File: src/rtl/prim_esc_sender.sv
// Escalation sender: drives the differential esc pair for pings and
// escalations, predicts the receiver's reply and flags integrity errors.
//
// Ports:
//   clk_i, rst_ni   clock, async active-low reset
//   ping_en_i       ping request level (rising edge starts one ping)
//   esc_en_i        escalation request level
//   esc_rx_i[1:0]   receiver reply pair, [1]=P [0]=N
//   esc_tx_o[1:0]   sender line pair, [1]=P [0]=N
//   ping_ok_o       one-cycle pulse on a clean ping handshake
//   integ_fail_o    high for each cycle after a failed reply check
module prim_esc_sender (
  input  logic       clk_i,
  input  logic       rst_ni,
  input  logic       ping_en_i,
  input  logic       esc_en_i,
  input  logic [1:0] esc_rx_i,
  output logic       ping_ok_o,
  output logic       integ_fail_o,
  output logic [1:0] esc_tx_o
);

  typedef enum logic [1:0] {
    MIdle,
    MCheck,
    MPing,
    MEsc
  } mirror_e;

  mirror_e    m_q, m_d;
  logic       exp_q, exp_d;
  logic       ping_en_q;
  logic       ping_busy_q, ping_busy_d;
  logic       ping_line_q;
  logic [2:0] cnt_q, cnt_d;
  logic       abort_q, abort_d;
  logic       ok_d;

  logic ping_edge;
  logic ping_req;
  logic tx_p_d;
  logic lvl;
  logic chk_fail;
  logic counted;
  logic last;

  assign ping_edge = ping_en_i & ~ping_en_q;
  assign ping_req  = ping_edge & ~ping_busy_q & ~esc_en_i;
  assign tx_p_d    = esc_en_i | ping_req;
  assign lvl       = esc_tx_o[1];

  assign chk_fail = (esc_rx_i[1] == esc_rx_i[0]) |
                    (esc_rx_i[1] != exp_q);

  // The cycle the ping itself is on the line is not a counted check.
  assign counted = ping_busy_q & ~ping_line_q;
  assign last    = counted & (cnt_q == 3'd1);

  always_comb begin
    m_d   = m_q;
    exp_d = 1'b0;
    unique case (m_q)
      MIdle: begin
        if (lvl) begin
          m_d   = MCheck;
          exp_d = 1'b1;
        end
      end
      MCheck: begin
        m_d   = lvl ? MEsc : MPing;
        exp_d = 1'b0;
      end
      MPing: begin
        m_d   = lvl ? MEsc : MIdle;
        exp_d = 1'b1;
      end
      MEsc: begin
        m_d   = lvl ? MEsc : MIdle;
        exp_d = lvl ? ~exp_q : 1'b0;
      end
      default: begin
        m_d   = MIdle;
        exp_d = 1'b0;
      end
    endcase
  end

  always_comb begin
    ping_busy_d = ping_busy_q;
    cnt_d       = cnt_q;
    abort_d     = abort_q;
    ok_d        = 1'b0;
    if (ping_req) begin
      ping_busy_d = 1'b1;
      cnt_d       = 3'd4;
      abort_d     = 1'b0;
    end else if (counted) begin
      cnt_d = cnt_q - 3'd1;
      if (chk_fail | lvl) begin
        abort_d = 1'b1;
      end
      if (last) begin
        ping_busy_d = 1'b0;
        ok_d        = ~chk_fail & ~lvl & ~abort_q;
      end
    end
  end

  always_ff @(posedge clk_i or negedge rst_ni) begin
    if (!rst_ni) begin
      m_q          <= MIdle;
      exp_q        <= 1'b0;
      ping_en_q    <= 1'b0;
      ping_busy_q  <= 1'b0;
      ping_line_q  <= 1'b0;
      cnt_q        <= 3'd0;
      abort_q      <= 1'b0;
      ping_ok_o    <= 1'b0;
      integ_fail_o <= 1'b0;
      esc_tx_o     <= 2'b01;
    end else begin
      m_q          <= m_d;
      exp_q        <= exp_d;
      ping_en_q    <= ping_en_i;
      ping_busy_q  <= ping_busy_d;
      ping_line_q  <= ping_req;
      cnt_q        <= cnt_d;
      abort_q      <= abort_d;
      ping_ok_o    <= ok_d;
      integ_fail_o <= chk_fail;
      esc_tx_o     <= {tx_p_d, ~tx_p_d};
    end
  end

endmodule

File: config.mk
export PLATFORM = sky130hd
export DESIGN_NAME = prim_esc_sender
export DESIGN_NICKNAME = d
export VERILOG_FILES = /design/src/rtl/prim_esc_sender.sv
export SDC_FILE = /design/constraint.sdc
export NUM_CORES = 1
export LEC_CHECK = 0
export BUFFER_PORTS_ARGS = -buffer_cell sky130_fd_sc_hd__buf_2
export CAP_MARGIN = 20
export CORE_ASPECT_RATIO = 1.25
export CORE_MARGIN = 2
export CORE_UTILIZATION = 30
export CTS_CLUSTER_DIAMETER = 30
export DETAILED_ROUTE_END_ITERATION = 16
export GPL_TIMING_DRIVEN = 0
export PLACE_DENSITY = 0.6
export SETUP_SLACK_MARGIN = 0.4
export SLEW_MARGIN = 20
export SYNTH_ARGS = -nofsm -noshare
export SYNTH_HDL_FRONTEND = slang
export SYNTH_SLANG_ARGS = --single-unit
File: constraint.sdc
create_clock -name clk_i -period 1 [get_ports clk_i]
set_input_delay 0.2 -clock clk_i [delete_from_list [all_inputs] [get_ports clk_i]]
set_output_delay 0.2 -clock clk_i [all_outputs]
set_load 0.05 [all_outputs]
==> summary.md <==
| Metric | Value |
|---|---|
| Post-synthesis sequential area ratio | 0.616 |
| RSZ-0062 raised after global routing | true |
| Logic pwr share | 0.378 |
| Clk pwr share | 0.201 |
| Critical Path AT | ~0.95 ns |
| Core area | ~0.0018 mm² |
| Syn nets | 56 |
| Largest net degree at the start of global routing | 15 |
| Crit-path max cell delay | about 0.54 ns |
| Aggregate global routing overflow | 0 |
| Layout Cells excl Fill | 88 |
| Total die area | approximately 0.0023 mm² |
| Initial DRC count | 3 |
| FF-to-FF path depth | 3 |
| Failing checks | hold timing, setup timing |
| Worst Path Buf+Inv | 1 |
| Max FO, Critical Path | 1 |
| Met3 GRT Util | 0.0103 |
| Critical Path End Type | output port |
| Main combinational cell family by area after synthesis | simple AND/OR/NAND/NOR gates |
| Die width | 43.0 µm |
| Area grow syn2layout | 39.9% |
| Slowest CP cell | dfstp_2 |
| Routability cong. | 0.652 |
| DR WL/cell | around 11 µm |
| Synth warn | 0 |
| DP HPWL | roughly 610 µm |
| Fmax | between 0.8 and 0.9 GHz |
| Layout cells sized above 1 | 0.536 |
| Chip height | ~53 µm |
| M2 GR Usage | 0.139 |
| PortBufs | 9 |
| Fillers | 181 |
| Required @ worst endpoint | ~0.8 ns |
| Busiest grt layer | met2 |
| Mux share of post-synthesis cell area | 0 |
| Leakage | a little under 0.4 nW |
| Switch share | 0.317 |
| Post-Route Hold Slack | -0.195 ns |
| DRC | 0 |
| Initial antenna violation count | 0 |
| Max-slew headroom | 0.791 |
| Root buffer cell | clkbuf_4 |
| Worst reg2reg setup slack | -0.05 ns |
| Total Nets Final | just under 80 |
| CP top delay family | flip-flops |
| Final Hold Viols | 13 |
| Status | complete, but fails checks |
| Total track usage | 0.101 |
| Internal power | around 1.4 mW |
| CTS Buf Count | 3 |
| Post-Syn Area | 571 µm² |
| Final ANT Viol Nets | 0 |
| Worst path cell trace | buf_8 |
| Power Density | 2490 mW/mm² |
| Post-synthesis simple-gate area fraction | 0.191 |
| Adder-cell share of the synthesized area | 0.0439 |
| Inst Count DP | 76 |
| Crit Reg-Reg Endpoint | ping_ok_o |
| First-pass GRT wire length | between 1.5 and 2 mm |
| Final worst-path cycle share | 1.15 |
| Peak supply drop | about 0.88 mV |
| DR pass1 iterations | 2 |
| Flip-flop and latch count after synthesis | 14 |
| CTS max path bufs | 2 |
| Least-Margin Pin Slew | roughly 0.31 ns |
| Synth Area in Compound Gates | 0.0943 |
| Rows | 17 |
| Flop pwr share | 0.422 |
| Clock-pin slew on the worst setup and hold paths | 0.09 ns |
| H-Tree Level Count | 1 |
| Final Power | around 2.0 mW |
| Diode count | 0 |
| Clock skew | roughly 0.0043 ns |
| Min Clock Period, post-route | approximately 1.2 ns |
| # setup viols final | 9 |
| Worst reg2reg startpoint | exp_q |
| Vias in the first global route | roughly 370 |
| Post-synthesis xor/xnor area fraction | 0.0154 |
| DRT Wirelength | about 930 µm |
| Max Slew Vio Count | 0 |
| CTS Sinks | 14 |
| Initial Util | 0.319 |
| CTS tree | yes |
| P_sw | roughly 630 µW |
| Routed vias | approximately 380 |
| Min-delay worst type | primary input to asynchronous set/reset pin |
| Syn Area/Cell | between 10 and 15 µm² |
| Io pins | 10 |
| Vias/cell | 4.35 |
| Met1 usage | 0.132 |
| Distinct cells, synth | 24 |
| Clk_lat worst skew | between 0.2 and 0.3 ns |
| Max_cap viols | 0 |
| Post-Syn Instances | 48 |
| Crit path launch type | flop |
| CP Class | flop to output port |
| Setup ws final | -0.152 ns |
synth_stat cells:
cell type	n	area, µm²
nor3b_1	1	7.51
and2b_4	1	10.0
nand2_1	2	7.51
and4_1	1	8.76
nor3_2	1	10.0
and3_1	1	6.26
o21ai_0	2	10.0
nor2_1	6	22.5
o21bai_1	1	7.51
or2_2	1	6.26
o21a_1	1	7.51
ha_1	2	25.0
a21oi_1	1	5.00
a22o_1	1	8.76
dfstp_2	1	26.3
inv_1	5	18.8
and3b_1	1	8.76
dfrtp_1	13	325
a21o_1	1	7.51
nor3b_2	1	12.5
xnor2_1	1	8.76
a211oi_1	1	7.51
clkbuf_1	1	3.75
and2b_2	1	8.76
cell type report:
class / count / area, µm² / area share
tap: 19 / 23.8 / 0.0298
timing repair buffer: 17 / 141 / 0.177
sequential: 14 / 354 / 0.444
buffer: 1 / 3.75 / 0.00470
clock buffer: 4 / 36.3 / 0.0455
inverter: 5 / 18.8 / 0.0235
multi-input combinational: 28 / 220 / 0.276
how the worst max path moves through the flow:
stage | slack (ns) | cells after the start | start | endpoint
after floorplan | 0.004 | 3 | esc_tx_o[1] | ping_ok_o
after global placement | -0.03 | 3 | exp_q | ping_ok_o
after detailed placement | -0.02 | 3 | exp_q | ping_ok_o
after CTS | -0.17 | 1 | esc_tx_o[0] | esc_tx_o[0]
after global routing | -0.19 | 1 | esc_tx_o[0] | esc_tx_o[0]
final | -0.15 | 1 | esc_tx_o[0] | esc_tx_o[0]
cells in the final DEF (no fill, tap or decap), drive strengths merged:
| cell | count |
|---|---|
| a211oi | 1 |
| a21o | 1 |
| a21oi | 1 |
| a22o | 1 |
| and2b | 2 |
| and3 | 1 |
| and3b | 1 |
| and4 | 1 |
| buf | 17 |
| clkbuf | 5 |
| dfrtp | 13 |
| dfstp | 1 |
| ha | 2 |
| inv | 5 |
| nand2 | 2 |
| nor2 | 6 |
| nor3 | 1 |
| nor3b | 2 |
| o21a | 1 |
| o21ai | 2 |
| o21bai | 1 |
| or2 | 1 |
| xnor2 | 1 |
logic make-up (layout without fill, tap and decap cells):
group           count (synthesis)  in the layout
simple gates                   17             17
compound gates                  8              8
xor+xnor                        1              1
fa+ha+maj                       2              2
buf+inv                         6             27
flops                          14             14
timing repair:
| action | 4_1_cts | 5_1_grt |
|---|---|---|
| endpoints found under the setup margin | 17 | 17 |
| buffers inserted | 6 | 2 |
| endpoints found under the hold margin | 13 | 13 |
| gates resized for setup | 14 | 4 |
| pin swaps | 3 | 5 |
power groups by stage:
| stage | Sequential, mW | Combinational, mW | Clock (mW) |
|---|---|---|---|
| floorplan | 0.899 | 0.341 | 0 |
| global placement | 0.852 | 0.489 | 0 |
| detailed placement | 0.857 | 0.497 | 0 |
| CTS | 0.833 | 0.685 | 0.412 |
| global route | 0.860 | 0.822 | 0.437 |
| finish | 0.838 | 0.750 | 0.398 |
per-layer routing:
metal  wire (µm)  vias to the layer above
met1         437                      173
met5           0                        -
met4          27                        0
met3          29                        2
li1            -                      199
met2         436                        9
sequential cells by signal, indices dropped and copies added (netlist names):
name / cells
abort_q: 1
cnt_q: 3
esc_tx_o: 2
exp_q: 1
integ_fail_o: 1
m_q: 2
ping_busy_q: 1
ping_en_q: 1
ping_line_q: 1
ping_ok_o: 1
metrics by stage:
stage / utilization / area, µm² / setup TNS, ns / setup WS (ns)
2_1_floorplan: - / 583 / 0 / 0.00438
3_3_place_gp: 0.365 / 652 / -0.0264 / -0.0264
3_5_place_dp: 0.365 / 652 / -0.0217 / -0.0203
4_1_cts: 0.431 / 769 / -0.325 / -0.165
5_1_grt: 0.447 / 798 / -0.852 / -0.186
6_report: 0.447 / 798 / -0.358 / -0.152
No activity file was read; power rests on OpenSTA's default activity.
